### src/rtl/i2c_slave_mem_model_bus_sync.sv
// i2c_bus_sync
//   Synchronises raw SCL/SDA into clk_i and derives single-cycle strobes.
//   Ports:
//     clk_i, rst_ni  oversampling clock, async active-low reset
//     scl_i, sda_i   raw bus levels
//     sda_o          synchronised SDA level
//     scl_rise_o     SCL 0->1 strobe
//     scl_fall_o     SCL 1->0 strobe
//     start_o        START strobe (SDA 1->0 while SCL high)
//     stop_o         STOP strobe  (SDA 0->1 while SCL high)
module i2c_bus_sync #(
  parameter int SYNC_STAGES = 2
) (
  input  logic clk_i,
  input  logic rst_ni,
  input  logic scl_i,
  input  logic sda_i,
  output logic sda_o,
  output logic scl_rise_o,
  output logic scl_fall_o,
  output logic start_o,
  output logic stop_o
);

  logic [SYNC_STAGES-1:0] scl_sync_q;
  logic [SYNC_STAGES-1:0] sda_sync_q;
  logic                   scl_prev_q;
  logic                   sda_prev_q;
  logic                   scl_s;
  logic                   sda_s;

  // Idle bus is high, so the chains reset to 1 to avoid a false START/STOP
  always_ff @(posedge clk_i or negedge rst_ni) begin
    if (!rst_ni) begin
      scl_sync_q <= '1;
      sda_sync_q <= '1;
      scl_prev_q <= 1'b1;
      sda_prev_q <= 1'b1;
    end else begin
      scl_sync_q <= {scl_sync_q[SYNC_STAGES-2:0], scl_i};
      sda_sync_q <= {sda_sync_q[SYNC_STAGES-2:0], sda_i};
      scl_prev_q <= scl_s;
      sda_prev_q <= sda_s;
    end
  end

  assign scl_s = scl_sync_q[SYNC_STAGES-1];
  assign sda_s = sda_sync_q[SYNC_STAGES-1];

  assign sda_o      = sda_s;
  assign scl_rise_o = scl_s & ~scl_prev_q;
  assign scl_fall_o = ~scl_s & scl_prev_q;
  assign start_o    = scl_s & scl_prev_q & sda_prev_q & ~sda_s;
  assign stop_o     = scl_s & scl_prev_q & ~sda_prev_q & sda_s;

endmodule

### config.mk
export PLATFORM = sky130hd
export DESIGN_NAME = i2c_bus_sync
export DESIGN_NICKNAME = d
export VERILOG_FILES = /design/src/rtl/i2c_slave_mem_model_bus_sync.sv
export SDC_FILE = /design/constraint.sdc
export NUM_CORES = 1
export LEC_CHECK = 0
export BUFFER_PORTS_ARGS = -buffer_cell sky130_fd_sc_hd__buf_2
export CAP_MARGIN = 25
export CORE_AREA = 5 5 42 44
export CTS_CLUSTER_SIZE = 8
export DETAILED_ROUTE_END_ITERATION = 12
export DIE_AREA = 0 0 47 49
export SKIP_CTS_REPAIR_TIMING = 1
export SLEW_MARGIN = 10
export SYNTH_ARGS = -nofsm -noshare
export SYNTH_HDL_FRONTEND = slang
export SYNTH_SLANG_ARGS = --single-unit
### constraint.sdc
create_clock -name clk_i -period 1 [get_ports clk_i]
set_clock_uncertainty 0.05 [all_clocks]
set_input_delay 0.05 -clock clk_i [delete_from_list [all_inputs] [get_ports clk_i]]
set_output_delay 0.05 -clock clk_i [all_outputs]
set_load 0.05 [all_outputs]
-- Word level (Yosys, flattened, before mapping)
Index checks and enable logic that the tools add are counted.
- output and inout port bits: 5
- flip-flop bits (word level): 6
- logic and storage cells: 15
- bitwise operators: 11
- operators with widths (cell ; number):
    AND 1 bit ; 7
    inverter 1 bit ; 4

-- Logic depth before layout (Yosys ltp)
Gate-level depths: netlist of the first run.
- depth in word-level cells: 3
- depth in mapped cells: 1
- mapped depth without buffers: 1

-- Worst setup path before layout of the first run
OpenSTA, ideal clock, no wires.
- kind: register to output
- from: register scl_sync_q[1]
- to: output scl_rise_o
- required time: 900 ps
- slack: -349 ps
- arrival time: 1249 ps
- cell stages (with the launch flop): 2
- buffers on the path: 0
- cell sequence: dfstp_2 -> nor2b_1
- longest elaborated chain between the ends: 1
- RTL lines (what ; line ; RTL):
    start, declared ; 25 ; logic [SYNC_STAGES-1:0] scl_sync_q;
    start signal, assigned ; 40 ; scl_sync_q <= {scl_sync_q[SYNC_STAGES-2:0], scl_i};
    AND 1 bit ; 51 ; assign scl_rise_o = scl_s & ~scl_prev_q;
    end, declared ; 19 ; output logic scl_rise_o,
Every way passes these cells.

-- Worst setup path in the final report of the first run
- from: register scl_prev_q
- to: output stop_o
- longest elaborated chain between the ends: 3
- RTL lines (what ; line ; RTL):
    start, declared ; 27 ; logic scl_prev_q;
    start signal, assigned ; 42 ; scl_prev_q <= scl_s;
    AND 1 bit (3 in a row) ; 54 ; assign stop_o = scl_s & scl_prev_q & ~sda_prev_q & sda_s;
    end, declared ; 22 ; output logic stop_o
Every way passes these cells.

==> results, run 1 <==
- The initial utilization of the core area, before any placement, comes to 13.6%.
- The final weighted congestion of routability-driven global placement is 0.728.
- The area share of the leading cell type in the synthesized netlist is 82.9%.
- The area growth from synthesis to layout is 101%.
- Per report_power, the sequential group accounts for 46.9% of the total.
- In this run the clock root is driven by a sky130_fd_sc_hd__clkbuf_4.
- Entering global routing, the biggest net connects 7 pins.
- By area the synthesized netlist is led by sky130_fd_sc_hd__dfstp_2, sky130_fd_sc_hd__and4b_1, sky130_fd_sc_hd__nor2b_1.
- The most instantiated library cell after synthesis is sky130_fd_sc_hd__dfstp_2.
- The count of final max-slew check failures is 0.
- Setup repair after global routing could not meet its margin everywhere.
- The run finished, with violations left.
- The cell taking the most area after synthesis is sky130_fd_sc_hd__dfstp_2.
- The worst slack after detailed placement is -0.116 ns.
- Max-cap violations in this run came to 0.
- In this run the static leakage power is 0.170 nW.
- For the worst setup path, the data required time is 0.90 ns.
- The data arrival time of the critical path is 1.18 ns.
- The switching part of the total is between 20% and 30%.
- The most used flip-flop cell after synthesis is sky130_fd_sc_hd__dfstp_2.
- The number of global-route vias before repair is 148.
- Port buffering added 8 buffers.
- Clock latency on the worst-skew pair, taken at its later pin, is 0.24 ns.
- Dividing total power by cell area gives a power density of 1530 nW/um^2.
- After detailed routing, the average wire length per cell comes to 9.30 microns.
- The number of core rows is 14.
- The synthesized design contains 6 register bits.
- A synthesized cell averages 19.0 sq um.
- The final-report setup violation count is 5.
- The internal portion of the total power is between 400 and 500 uW.
- After technology mapping, the gate count stands at 10.
- For this run, the detailed router's first-pass iteration total came to 1.
- The critical-path maximum fanout is 4.
- The total non-filler cell area in the finished layout is 383 sq um.
- The overall routed net length is 400 microns.
- The total congestion overflow after global routing is 0.
- The initial antenna violation count came to 0.
- The largest single stage delay on the critical path is about 0.55 ns.
- The classification of the worst setup path is reg -> out.
- In this run the horizontal extent of the chip is 47 microns.
- The first global-routing pass estimated roughly 640 microns of wire.
- For this run, the number of Yosys warnings is 0.
- The setup slack after layout is -0.277 ns.
- In this run, the number of DRC markers left after iteration 0 of detailed routing was 0.
- After synthesis, flip-flops and latches occupy 82.9% of the total area.
- The cell area after placement is 280 sq um.
- IR analysis of the VDD net gives a maximum drop of 0.651 mV.
- Once detail routing completed, the nets flagged for antenna violations numbered 0.
- CTS saw 6 sinks.
- Sorting the synthesized cells by how often they occur yields sky130_fd_sc_hd__dfstp_2, sky130_fd_sc_hd__and4b_1, sky130_fd_sc_hd__nor2b_1.
- The diode insertion count for antenna repair is 0.
- The die is 49 microns tall.
- The clock network fraction of design power is 37.2%.
- The I/O pin count is 9.
- The TritonCTS clock tree is built.
- The final period utilization is 128%.
- The placeable core region is roughly 1400 sq um.
- The transition time of the tightest slew-check pin is about 0.12 ns.
- The async set-reset flop share out of synthesis is 100%.
- The DRC violations left is 0.
- The checks that failed: setup timing.
- Detailed placement finished with a half-perimeter wire length of ~310 microns.
- The peak clock frequency supported by timing is between 0.7 and 0.8 GHz.
- The overall routing resource usage is 4.54%.
- The signal on the critical path passes through and4b_4 > buf_8.
- The final-report hold violation count is 0.
- Synthesis produced a netlist with a net count of 14.
- The net switching component of the power is 137 uW.
- The final core utilization is 27.3%.
- The worst hold-check slack is 0.303 ns.
- The number of unique standard cell types used by synthesis is 3.
- The count of H-tree levels built during CTS is 1.
- Counting I/O delays and the setup requirement, the final critical path takes 1.28 ns.
- The per-cell via count in the routed design is 3.49.
- The detailed router placed 150 vias in this run.
- STA classifies the critical path startpoint as a register.
- The die covers 2300 sq um.
- The worst register-to-register path has a setup slack of 0.23 ns.
- The endpoint kind of the worst setup timing path is an output port.
- The clock-pin slew on the worst setup and hold paths is about 0.050 ns.
- In this run the deepest clock path goes through 2 buffers.
- Among all stages on the critical path, the largest delay is contributed by sky130_fd_sc_hd__dfstp_2.
- The post-layout net count is 33.
- The synthesized design contains 0 enable-type register cells.
- The combinational share of power is roughly 16%.
- The min-delay analysis places its worst path in the category reg -> reg.
- The post-route netlist has 88.9% of its cells at a drive strength greater than 1.
- The cell area that synthesis handed to floorplanning was 190 sq um.
- In this run the tightest slew margin relative to its limit is 91.7%.
- The number of clock buffers added by TritonCTS is 3.
==> logic make-up (layout without fill, tap and decap cells) <==
logic type	count (synthesis)	after routing	share of synthesized area, %
buf+inv	0	17	0
simple gates	4	4	17.1
flops	6	6	82.9
==> sequential cells by signal (all words and copies together), names as in the netlist <==
| name | flops |
|---|---|
| sda_sync_q | 2 |
| sda_prev_q | 1 |
| scl_sync_q | 2 |
| scl_prev_q | 1 |
==> final timing paths <==
check,start,endpoint,depth (start not counted)
min,sda_sync_q[0]$_DFF_PN1_,sda_sync_q[1]$_DFF_PN1_,0
max reg2reg,scl_sync_q[1]$_DFF_PN1_,scl_prev_q$_DFF_PN1_,1
max in group asynchronous,rst_ni,sda_sync_q[0]$_DFF_PN1_,2
min in group asynchronous,rst_ni,sda_prev_q$_DFF_PN1_,2
max,scl_prev_q$_DFF_PN1_,stop_o,2
min reg2reg,sda_sync_q[0]$_DFF_PN1_,sda_sync_q[1]$_DFF_PN1_,0
==> cells in the final DEF, fill, tap and decap left out <==
master	Yosys	routed
sky130_fd_sc_hd__dfstp_2	6	6
sky130_fd_sc_hd__clkbuf_4	0	3
sky130_fd_sc_hd__dlygate4sd3_1	0	3
sky130_fd_sc_hd__buf_2	0	3
sky130_fd_sc_hd__buf_8	0	3
sky130_fd_sc_hd__buf_4	0	3
sky130_fd_sc_hd__buf_6	0	2
sky130_fd_sc_hd__and4b_2	0	1
sky130_fd_sc_hd__and4b_4	0	1
sky130_fd_sc_hd__nor2b_2	0	1
sky130_fd_sc_hd__nor2b_4	0	1
==> worst max-delay path, delay by kind of cell, from the launching register on <==
kind / cells / cell delay [ns]
buffers and inverters: 1 / 0.14
AND/OR/NAND/NOR: 1 / 0.24
flip-flops: 1 / 0.55
==> power by group through the flow <==
stage / combinational [mW] / clock (mW) / sequential [mW]
after floorplan: 0.0328 / 0 / 0.284
after global placement: 0.0652 / 0 / 0.275
after detailed placement: 0.0664 / 0 / 0.277
after CTS: 0.0663 / 0.231 / 0.275
after global routing: 0.0991 / 0.256 / 0.276
final: 0.0934 / 0.218 / 0.274
==> metrics by stage <==
step	TNS, ns	total power [mW]	cells
after floorplan	-0.467	0.317	10
after global routing	-1.28	0.631	43
final	-1.05	0.585	43
after detailed placement	-0.254	0.344	36
after CTS	-1.49	0.572	39
after global placement	-0.195	0.340	36
==> routing by layer <==
| layer | track usage [%] | up-vias | routed length [microns] |
|---|---|---|---|
| li1 | - | 69 | - |
| met1 | 4.04 | 71 | 157 |
| met2 | 5.43 | 10 | 182 |
| met3 | 5.90 | 0 | 60 |
| met4 | 2.76 | 0 | 0 |
| met5 | 0 | - | 0 |
==> final cells by class <==
class	count	area [sq um]
Timing Repair Buffer	14	135
Multi-Input combinational cell	4	47.5
Fill cell	150	1020
Clock buffer	3	22.5
Sequential cell	6	158
Tap cell	16	20.0
Note: power is estimated with default switching activity, not from simulation.
==> run 2: changes to the inputs <==
ABC_AREA = 1   (was unset)
==> run 2 against run 1 <==
  * The run still ends with setup timing left
  * Setup slack gained 0.070 ns
  * Cell count up 16%
  * Via count rose by 9.3%
  * Global-route usage fell by 0.28 points
  * Non-clock buffer count unchanged
  * Critical path depth up 1
  * Hold slack got worse by 0.00060 ns
  * Synthesized cell count is 70% higher
  * Die area stayed put
  * Flip-flop and latch count stayed put
  * Count of clock-buffer cells in the layout stayed put
  * Power rose by 2.3%
==> results, run 2 <==
- The setup slack after layout came to -0.207 ns (+0.0695 ns).
- The async set-reset flop share out of synthesis is 100% (unchanged).
- The final-report hold violation count is 0 (unchanged).
- In the post-synthesis netlist, the biggest area contributors are sky130_fd_sc_hd__dfstp_2, sky130_fd_sc_hd__inv_1, sky130_fd_sc_hd__nor2_1.
- The critical-path maximum fanout came to 3 (-1).
- The layout overhead on the synthesized area is 111%.
- The total standard cell area after synthesis is 199 sq um (+4.6%).
- The count of H-tree levels built during CTS was 1 (unchanged).
- The maximum clock insertion buffer count came to 2 (unchanged).
- The final period utilization is 121% (-6.9 points).
- The diode insertion count for antenna repair was 0 (unchanged).
- Leaving out fill and tap cells, the most frequent cell in the layout is sky130_fd_sc_hd__dfstp_2.
- The number of global-route vias before repair is 159 (+7.4%).
- The routed length per placed instance is 7.70 microns (-17%).
- The number of unique standard cell types used by synthesis was 4 (+1).
- The cell taking the most area after synthesis is sky130_fd_sc_hd__dfstp_2.
- In the final layout, the registers with the most flip-flops are scl_sync_q (2), sda_sync_q (2).
- The static leakage power is 0.192 nW (+13%).
- The total congestion overflow after global routing was 0 (unchanged).
- The number of CTS-inserted buffers is 3 (unchanged).
- The overall routed net length came to 385 microns (-3.8%).
- The placeable core region was 1400 sq um (unchanged).
- The library cells used most frequently in the layout, excluding fill and tap cells, are sky130_fd_sc_hd__dfstp_2, sky130_fd_sc_hd__inv_1, sky130_fd_sc_hd__nor2_4, sky130_fd_sc_hd__buf_6.
- The total number of vias is 164 (+9.3%).
- The filler cell count in the final layout is 149 (-0.67%).
- The final weighted congestion of routability-driven global placement is 0.633 (-13%).
- The power per unit of standard cell area is 1430 nW/um^2 (-6.5%).
- The total power consumption of the routed design is 599 uW (+2.3%).
- The total non-filler cell area in the finished layout is 419 sq um (+9.5%).
- The transition time of the tightest slew-check pin is 0.133 ns (+0.00824 ns).
- The cell area after placement came to 319 sq um (+14%).
- The synthesized net count came to 21 (+7).
- The final-report setup violation count is 5 (unchanged).
- The area share of the leading cell type in the synthesized netlist came to 79.2% (-3.6 points).
- The type of the tightest min-delay check is in -> async.
- The data arrival time of the critical path came to 1.11 ns (-0.07 ns).
- The dominant register cell in the synthesized netlist is sky130_fd_sc_hd__dfstp_2.
- The sequential fraction of the synthesis area is 79.2% (-3.6 points).
- The half-perimeter wire length of the detailed placement result is 272 microns (-13%).
- The endpoint kind of the worst setup timing path is an output port.
- The vertical die dimension was 49 microns (unchanged).
- The peak clock frequency supported by timing is 0.828 GHz (+5.8%).
- The nature of the critical path startpoint is a register.
- The flow ran to the end, but the final reports show violations.
- The critical path is of the reg -> out type.
- The overall routing resource usage is 4.26% (-0.28 points).
- The number of cells after detailed placement is 44 (+22%).
- The total clock sinks came to 6 (unchanged).
- The final cell count without fillers is 50 (+16%).
- The clock-pin slew on the worst setup and hold paths came to 0.04 ns (about the same).
- The mean cell area of the mapped netlist is 11.7 sq um (-38%).
- The initial core utilization came to 14.2% (+0.63 points).
- The maximum number of pins on one net before global-route repair is 7 (unchanged).
- The max-cap check violation count is 0 (unchanged).
- The number of input and output port buffers inserted was 8 (unchanged).
- The DRC violations left came to 0 (unchanged).
- The number of core rows was 14 (unchanged).
- The master cell of the clock root buffer is sky130_fd_sc_hd__clkbuf_4.
- The initial antenna violation count came to 0 (unchanged).
- The final reports fail on setup timing.
- The count of nets left with antenna violations after detail routing is 0 (unchanged).
- By count the netlist is led by sky130_fd_sc_hd__dfstp_2, sky130_fd_sc_hd__inv_1, sky130_fd_sc_hd__nor2_1.
- The worst slew slack as a fraction of its limit is 91.2% (-0.55 points).
- The insertion delay to the later sink of the worst-skew pair was 0.24 ns (about the same).
- The iteration-0 DRC count of the detailed router was 0 (unchanged).
- The per-cell via count in the routed design is 3.28 (-6.0%).
- The post-layout net count is 40 (+21%).
- The die extent in x is 47 microns (unchanged).
- TritonCTS built the clock tree.
- The ratio of cells with drive above 1 in the final layout is 79.4% (-9.5 points).
- By instance count, the leading cell after synthesis is sky130_fd_sc_hd__dfstp_2.
- The number of instances in the synthesized netlist is 17 (+7).
- The count of final max-slew check failures is 0 (unchanged).
- The global-route wire length before repair is 627 microns (-2.2%).
- The largest vdd supply drop was 0.603 mV (-7.4%).
- The first-pass iteration count of the detailed router was 1 (unchanged).
- The I/O pin count came to 9 (unchanged).
- The count of warnings emitted by yosys is 0 (unchanged).
- The number of enable flip-flop cells after synthesis came to 0 (unchanged).
- The minimum clock period came to 1.21 ns (-0.0695 ns).
- The die footprint is 2300 sq um (unchanged).
- The flip-flop and latch count after synthesis was 6 (unchanged).
- The critical path data required time is 0.90 ns (about the same).
- Setup repair after global routing could not meet its margin everywhere.
run 2: cell types whose count changed after synthesis:
| cell | before | now |
|---|---|---|
| sky130_fd_sc_hd__nor2_1 | 0 | 4 |
| sky130_fd_sc_hd__and4b_1 | 2 | 0 |
| sky130_fd_sc_hd__inv_1 | 0 | 4 |
| sky130_fd_sc_hd__nor2b_1 | 2 | 0 |
| sky130_fd_sc_hd__nand2_1 | 0 | 3 |
run 2: cells by family (layout without fill, tap and decap cells):
group	Yosys count	count (layout)	synth area share [%]
and+or+nand+nor	7	7	13.2
DFF	6	6	79.2
buffers and inverters	4	21	7.54
run 2: critical path, cell delays in order, from the launching register on:
cell and delay (ns):
sky130_fd_sc_hd__dfstp_2 0.55, sky130_fd_sc_hd__nand2_2 0.07, sky130_fd_sc_hd__nor2_4 0.10, sky130_fd_sc_hd__buf_6 0.15
run 2: area by class of cell:
type | instances | area [sq um] | share of cell area (%)
clock buffer | 3 | 22.5 | 5.37
inverter | 4 | 15.0 | 3.58
multi-input combinational | 7 | 68.8 | 16.4
sequential | 6 | 158 | 37.6
tap | 16 | 20.0 | 4.78
timing repair buffer | 14 | 135 | 32.2
run 2: routing by layer:
metal | routed length (microns) | track usage [%] | share of wire, %
met1 | 151 | 4.49 | 39
met2 | 159 | 4.52 | 41
met3 | 64 | 6.27 | 17
met4 | 9 | 1.38 | 2.3
met5 | 0 | 0 | 0
run 2: path summary, 6_finish.rpt:
| path | startpoint | endpoint | slack, ns | cells past startpoint |
|---|---|---|---|---|
| max | sda_sync_q[1]$_DFF_PN1_ | stop_o | -0.21 | 3 |
| min reg2reg | sda_sync_q[0]$_DFF_PN1_ | sda_sync_q[1]$_DFF_PN1_ | 0.30 | 0 |
| max reg2reg | scl_sync_q[1]$_DFF_PN1_ | scl_prev_q$_DFF_PN1_ | 0.21 | 1 |
| min | rst_ni | scl_sync_q[0]$_DFF_PN1_ | 0.30 | 2 |
| max in group asynchronous | rst_ni | sda_prev_q$_DFF_PN1_ | 0.57 | 2 |
| min in group clk_i | sda_sync_q[0]$_DFF_PN1_ | sda_sync_q[1]$_DFF_PN1_ | 0.30 | 0 |
run 2: power breakdown:
group | total [mW] | leakage (nW) | switching, mW | internal [mW]
sequential | 0.276 | 0.0631 | 0.00984 | 0.266
clock | 0.215 | 0.0138 | 0.0795 | 0.135
combinational | 0.108 | 0.115 | 0.0598 | 0.0482
total | 0.599 | 0.192 | 0.149 | 0.450
run 2: stage by stage:
step	hold WS [ns]	util [%]	setup WS [ns]	setup TNS (ns)
detailed placement	0.0288	22.8	-0.0486	-0.118
floorplan	-0.148	-	-0.191	-0.230
finish	0.302	29.9	-0.207	-0.945
CTS	-0.230	24.4	-0.310	-1.42
global placement	0.0223	22.8	-0.0466	-0.106
global route	0.308	29.9	-0.269	-1.24
